**src/rtl/regfile_pkg.sv**
```systemverilog
// Shared sizing constants for the register file and its sub-blocks.
// Latency: none, constants only.
// Backpressure: none, constants only.
package regfile_pkg;
    localparam int REG_COUNT      = 32;
    localparam int REG_ADDR_W     = 5;
    localparam int DATA_W_DEFAULT = 32;
    localparam logic [REG_ADDR_W-1:0] ZERO_REG = '0;
endpackage : regfile_pkg

```
**src/rtl/regfile_mux32.sv**
```systemverilog
// 32:1 read multiplexer selecting one WIDTH-bit word by a 5-bit index.
// Latency: purely combinational, zero cycles.
// Backpressure: none.
module regfile_mux32
    import regfile_pkg::*;
#(
    parameter int WIDTH = DATA_W_DEFAULT
) (
    input  logic [REG_COUNT-1:0][WIDTH-1:0] d_i,
    input  logic [REG_ADDR_W-1:0]           sel_i,
    output logic [WIDTH-1:0]                y_o
);
    // Plain indexed select over the 32 inputs.
    always_comb begin
        y_o = d_i[sel_i];
    end
endmodule : regfile_mux32

```
**src/rtl/register32.sv**
```systemverilog
// Single WIDTH-bit storage register with load enable and synchronous reset.
// Latency: loaded value appears on q_o one cycle after the enabling edge.
// Backpressure: none; a load is always accepted, reset overrides the load.
module register32 #(
    parameter int WIDTH = 32
) (
    input  logic             clk,
    input  logic             reset,
    input  logic             en_i,
    input  logic [WIDTH-1:0] d_i,
    output logic [WIDTH-1:0] q_o
);
    logic [WIDTH-1:0] data_q;
    logic [WIDTH-1:0] data_d;

    // Next state: hold unless enabled; reset is applied in the flop block so it wins.
    always_comb begin
        data_d = data_q;
        if (en_i) begin
            data_d = d_i;
        end
    end

    // State register with synchronous active-high clear.
    always_ff @(posedge clk) begin
        if (reset) begin
            data_q <= '0;
        end else begin
            data_q <= data_d;
        end
    end

    assign q_o = data_q;
endmodule : register32

```
**src/rtl/regfile.sv**
```systemverilog
// 32 x WIDTH register file: one synchronous write port, two async read ports, r0 fixed at zero.
// Latency: write visible on reads right after its edge; reads zero-cycle (or same-cycle with WRITE_THROUGH).
// Backpressure: none; every write is accepted unless reset is high on the same edge.
module regfile
    import regfile_pkg::*;
#(
    parameter int WIDTH         = DATA_W_DEFAULT,
    parameter bit WRITE_THROUGH = 1'b0
) (
    input  logic                  clk,
    input  logic                  reset,
    input  logic                  regwrite,
    input  logic [REG_ADDR_W-1:0] writeregister,
    input  logic [WIDTH-1:0]      writedata,
    input  logic [REG_ADDR_W-1:0] readregister1,
    input  logic [REG_ADDR_W-1:0] readregister2,
    output logic [WIDTH-1:0]      readdata1,
    output logic [WIDTH-1:0]      readdata2
);
    logic [REG_COUNT-1:0]            we_d;
    logic [REG_COUNT-1:0][WIDTH-1:0] regs;
    logic [WIDTH-1:0]                mux1_dat;
    logic [WIDTH-1:0]                mux2_dat;

    // One-hot write-enable decode; bit 0 is forced low so r0 can never be loaded.
    always_comb begin
        we_d = '0;
        if (regwrite) begin
            we_d[writeregister] = 1'b1;
        end
        we_d[ZERO_REG] = 1'b0;
    end

    // r0 is a constant, not storage.
    assign regs[0] = '0;

    for (genvar i = 1; i < REG_COUNT; i++) begin : g_reg
        register32 #(.WIDTH(WIDTH)) u_reg (
            .clk   (clk),
            .reset (reset),
            .en_i  (we_d[i]),
            .d_i   (writedata),
            .q_o   (regs[i])
        );
    end

    regfile_mux32 #(.WIDTH(WIDTH)) u_mux1 (
        .d_i   (regs),
        .sel_i (readregister1),
        .y_o   (mux1_dat)
    );

    regfile_mux32 #(.WIDTH(WIDTH)) u_mux2 (
        .d_i   (regs),
        .sel_i (readregister2),
        .y_o   (mux2_dat)
    );

    if (WRITE_THROUGH) begin : g_bypass
        logic byp1;
        logic byp2;

        // Forward in-flight write data only when that write will actually land on this edge.
        always_comb begin
            byp1 = regwrite && !reset && (writeregister == readregister1)
                   && (readregister1 != ZERO_REG);
            byp2 = regwrite && !reset && (writeregister == readregister2)
                   && (readregister2 != ZERO_REG);
            readdata1 = byp1 ? writedata : mux1_dat;
            readdata2 = byp2 ? writedata : mux2_dat;
        end
    end else begin : g_no_bypass
        assign readdata1 = mux1_dat;
        assign readdata2 = mux2_dat;
    end
endmodule : regfile

```
**config.mk**
```make
export PLATFORM = sky130hd
export DESIGN_NAME = regfile
export DESIGN_NICKNAME = d
export VERILOG_FILES = /design/src/rtl/regfile_pkg.sv /design/src/rtl/regfile_mux32.sv /design/src/rtl/register32.sv /design/src/rtl/regfile.sv
export SDC_FILE = /design/constraint.sdc
export NUM_CORES = 2
export LEC_CHECK = 0
export CORE_MARGIN = 2
export CORE_UTILIZATION = 48
export CTS_BUF_LIST = sky130_fd_sc_hd__clkbuf_4
export CTS_CLUSTER_DIAMETER = 60
export DETAILED_ROUTE_END_ITERATION = 8
export GPL_ROUTABILITY_DRIVEN = 0
export HOLD_SLACK_MARGIN = 0.12
export PLACE_DENSITY = 0.62
export SLEW_MARGIN = 40
export SYNTH_ARGS = -nofsm -noshare
export SYNTH_HDL_FRONTEND = slang
export SYNTH_SLANG_ARGS = --single-unit
export TNS_END_PERCENT = 20
```
**constraint.sdc**
```tcl
create_clock -name clk -period 4.3 [get_ports clk]
set_input_delay 0.86 -clock clk [delete_from_list [all_inputs] [get_ports clk]]
set_output_delay 0.86 -clock clk [all_outputs]
set_load 0.02 [all_outputs]
```
# --- After elaboration in Yosys (flattened, before gate mapping) ---
# Index checks and enable logic that the tools add are counted.
# W data, S select, Z words.
word_totals:
  ff_bits: 992
  input_bits: 50
  output_inout_bits: 64
  word_cells: 43
op_classes:
  magnitude_cmp: 4
  mux: 7
  reduce_logical: 1
op_table:
  columns: ["cell", "n"]
  rows:
  - ["$bmux W32 S5", 2]
  - ["$mux W32", 3]
  - ["$lt A5 B6 Y1 const B", 3]
  - ["$demux W1 S5", 1]
  - ["$ge A5 B1 Y1 const B", 1]
  - ["$logic_and A1 B1 Y1", 1]
  - ["$mux W1", 1]

# --- Longest topological paths before layout ---
logic_depth:
  word_depth: 5
  ltp_mapped: 9
  ltp_nobuf: 5

# --- Cells and area by module ---
# Synthesis repeated with hierarchy kept, for this count alone.
unflattened:
  hier_cells: 5556
  hier_area_um2: 54076.9
modules_own_cells:
  columns: ["mod", "n_inst", "cells_each", "area_each_um2"]
  rows:
  - ["register32", 31, 103, 1163.6]
  - ["regfile_mux32", 2, 1158, 8887.3]
  - ["regfile", 1, 47, 230.2]

# --- Worst setup path after synthesis ---
# OpenSTA, ideal clock, no wires.
synth_path:
  kind: "input to output"
  start: "input readregister2[1]"
  end: "output readdata2[10]"
  t_arrival_ns: 2.342
  required_ns: 3.440
  slack_ns: 1.098
  stages: 7
  path_cell_list: "buf_2 > clkbuf_1 > mux2_2 > a221oi_1 > nor3_1 > a31oi_1 > nand3_1"
synth_between:
  elab_chain_cells: 2
synth_lines:
  columns: ["item", "line", "text"]
  rows:
  - ["start: declaration", "regfile.sv:16", "input logic [REG_ADDR_W-1:0] readregister2,"]
  - ["$bmux W32 S5", "regfile_mux32.sv:15", "y_o = d_i[sel_i];"]
  - ["$mux W32 (not written as such)", "regfile_mux32.sv:15", null]
  - ["end: declaration", "regfile.sv:18", "output logic [WIDTH-1:0] readdata2"]
# No other way between the ends. The select of a mux whose other input is x is not followed.

# --- Worst setup path after layout ---
layout_path:
  start: "input readregister2[3]"
  end: "output readdata2[4]"
# Same word-level chain as after synthesis.

==> results.cfg <==
[drt]
remaining_drc_errors = 0
viasPerCell = 6.12
wl_per_cell_um = 24.7
firstDrtPassIters = 6
wirelength_mm = 206
postRouteAntennaNets = 0
drt_iter0_drc = 6741
vias = 51000

[layout]
layout-drive-gt1-share = 0.157
num-nets-final = 6783
utilization = 0.562
final_cell_mix = 2138 x nand2_1, 1120 x a21oi_1, 992 x dfxtp_1
syn2layout_area_growth_pct = 15.9
stdcell_count = 8319
layout_commonest_cell = nand2_1
largest_reg_flops = 992

[critical_path]
path_class = input pin to output pin
r2r_cells = 2
worstPathMaxFanout = 22
worst-r2r-setup-slack_ps = 3610
crit-reg2reg-launch = g_reg[24].u_reg.q_o[6]
setup.worst_path.start_class = input pin
critical_path_required_ps = 3440
endpoint_kind = output pin
r2r-end = g_reg[24].u_reg.q_o[6]
arrival_ps = 3470

[die]
io_pins = 114
core_area_um2 = 106000
dieArea_um2 = 109000
die_h_um = 331
die_w_um = 331
start_util = 0.485
fp-row-count = 119

[grt]
first_global_vias = 47500
grt_pass1_wl_mm = 302
grtUsageTotal = 0.365
antenna_found_initial = 13
overflow = 0
grt_max_degree = 128

[placed_design]
dp_slack_ps = -241
hpwlAfterDp_mm = 126
place_inst = 7830
port-buffer-count = 113

[timing]
finalHoldViolations = 0
slew_viol_final = 0
slew_headroom = 0.451
setup_ws_ps = -27.8
max_freq_ghz = 0.231
tightestPinTransition_ps = 824
fin_crit_sh = 1.01
rsz0062_at_grt = true
setup_violations = 2
period_needed_ps = 4330
fin_skew_ps = 0
tns_ps = -54.5

[clock_tree]
clockBufferDepth = 4
cts_hold_buffers = 0
post_cts_buffers = 0
cts.clk_slew.worst_paths_ps = 60
htreeDepth = 5
clock-sinks = 992
root_buffer = clkbuf_4
numCtsBuffers = 292
clk_latency_ps = 1190
cts_tree = done

[power_and_ir_drop]
peakVddDrop_v = 0.000236
comb_power_share = 0.124
p_int_uw = 15000
clkPwrFrac = 0.431
net-switching-power_uw = 5960
leakagePower_uw = 0.0220
seqPwrFrac = 0.445
sw_frac_of_total = 0.285
p_per_area_nw_per_um2 = 352

[synthesis]
synth_warnings = 0
ys_ff_latch = 992
synth_nets = 6633
synth_area_um2 = 51200
ys_types = 31
synth_cells = 6583
syn_avg_cell_area_um2 = 7.78
seq_area_frac_synth = 0.388

[min_path]
hp-start = reset
hold-path-endpoint = g_reg[7].u_reg.q_o[14]
hp-class = input pin to flop
hold_depth = 2

[job]
maxCapViolCount = 0

[run_status]
failed_checks = negative setup slack
outcome = finished with violations
-- cell type report --
type                    count  area (um^2)
flip-flops and latches    992        19900
clock inverters            58          354
repair buffers            507         5240
clock buffers             427         3210
well taps                1391         1740
multi-input cells        4940        29000
fillers                  9828        46200
diodes                      4         10.0
-- layer usage --
| layer | vias up | wire (um) | track usage |
|---|---|---|---|
| li1 | 23100 | - | - |
| met1 | 24200 | 82500 | 0.487 |
| met2 | 3077 | 89100 | 0.550 |
| met3 | 585 | 25600 | 0.109 |
| met4 | 12 | 8190 | 0.149 |
| met5 | - | 76 | 0 |
-- worst max-delay path, cell delays in order --
cell	delay, ps
clkdlybuf4s50_1	460
or2_2	350
buf_12	180
buf_4	190
nor3_2	440
a31oi_4	130
nand3_1	160
clkdlybuf4s50_1	660
-- what timing repair did --
action	in CTS	in global routing
resized for setup	48	21
setup endpoints to repair	36	19
cloned	0	0
-- power groups by stage --
stage | Sequential, uW | Clock (uW) | Combinational [uW]
after floorplan | 9500 | 0 | 1360
after global placement | 9510 | 0 | 2490
after detailed placement | 9510 | 0 | 2500
after CTS | 9300 | 9120 | 2500
after global routing | 9310 | 9680 | 2670
final | 9310 | 9010 | 2600
-- through the flow --
stage	hold slack (ps)	total power, uW	area [um^2]
after floorplan	442	10900	51200
after global placement	450	12000	55600
after detailed placement	457	12000	55600
after CTS	124	20900	59300
after global routing	188	21700	59400
final	193	20900	59400
-- how the worst max path moves through the flow --
stage | endpoint | startpoint | slack (ps) | cells past startpoint
floorplan | readdata2[10] | readregister2[1] | 1100 | 7
global placement | readdata1[7] | readregister1[0] | -230 | 8
detailed placement | readdata1[7] | readregister1[0] | -240 | 8
CTS | readdata1[6] | g_reg[7].u_reg.q_o[6] | -7 | 6
global route | readdata2[6] | readregister2[3] | -50 | 7
finish | readdata2[4] | readregister2[3] | -30 | 8
-- cell usage after synthesis --
cell type / number / share of area
or3b_1: 1 / 0.00017
buf_1: 19 / 0.0014
nand3b_1: 2 / 0.00029
nor3b_1: 2 / 0.00029
and2_0: 1 / 0.00012
nand3_1: 194 / 0.019
mux4_2: 64 / 0.028
or2_2: 4 / 0.00049
dfxtp_1: 992 / 0.39
nor3_1: 65 / 0.0064
or2_1: 1 / 0.00012
a21oi_1: 1120 / 0.11
nor2_4: 7 / 0.0015
and3_1: 2 / 0.00024
or3b_2: 1 / 0.00017
nand2_1: 2150 / 0.16
and3b_1: 2 / 0.00034
a22oi_1: 256 / 0.038
mux2_2: 64 / 0.014
clkbuf_2: 1 / 0.000098
a221oi_1: 64 / 0.011
nor2_2: 8 / 0.00098
mux2i_1: 768 / 0.15
nand2b_1: 2 / 0.00024
nor2_1: 20 / 0.0015
buf_4: 45 / 0.0066
buf_2: 171 / 0.017
clkbuf_1: 415 / 0.030
nor2b_1: 72 / 0.0088
and2_1: 6 / 0.00073
a31oi_1: 64 / 0.0078
-- logic make-up after synthesis --
logic type | after synthesis | synth area share
compound gates | 1504 | 0.166
buf+inv | 651 | 0.0552
flops | 992 | 0.388
mux | 896 | 0.192
simple gates | 2540 | 0.199
No activity file was read; power rests on OpenSTA's default activity.
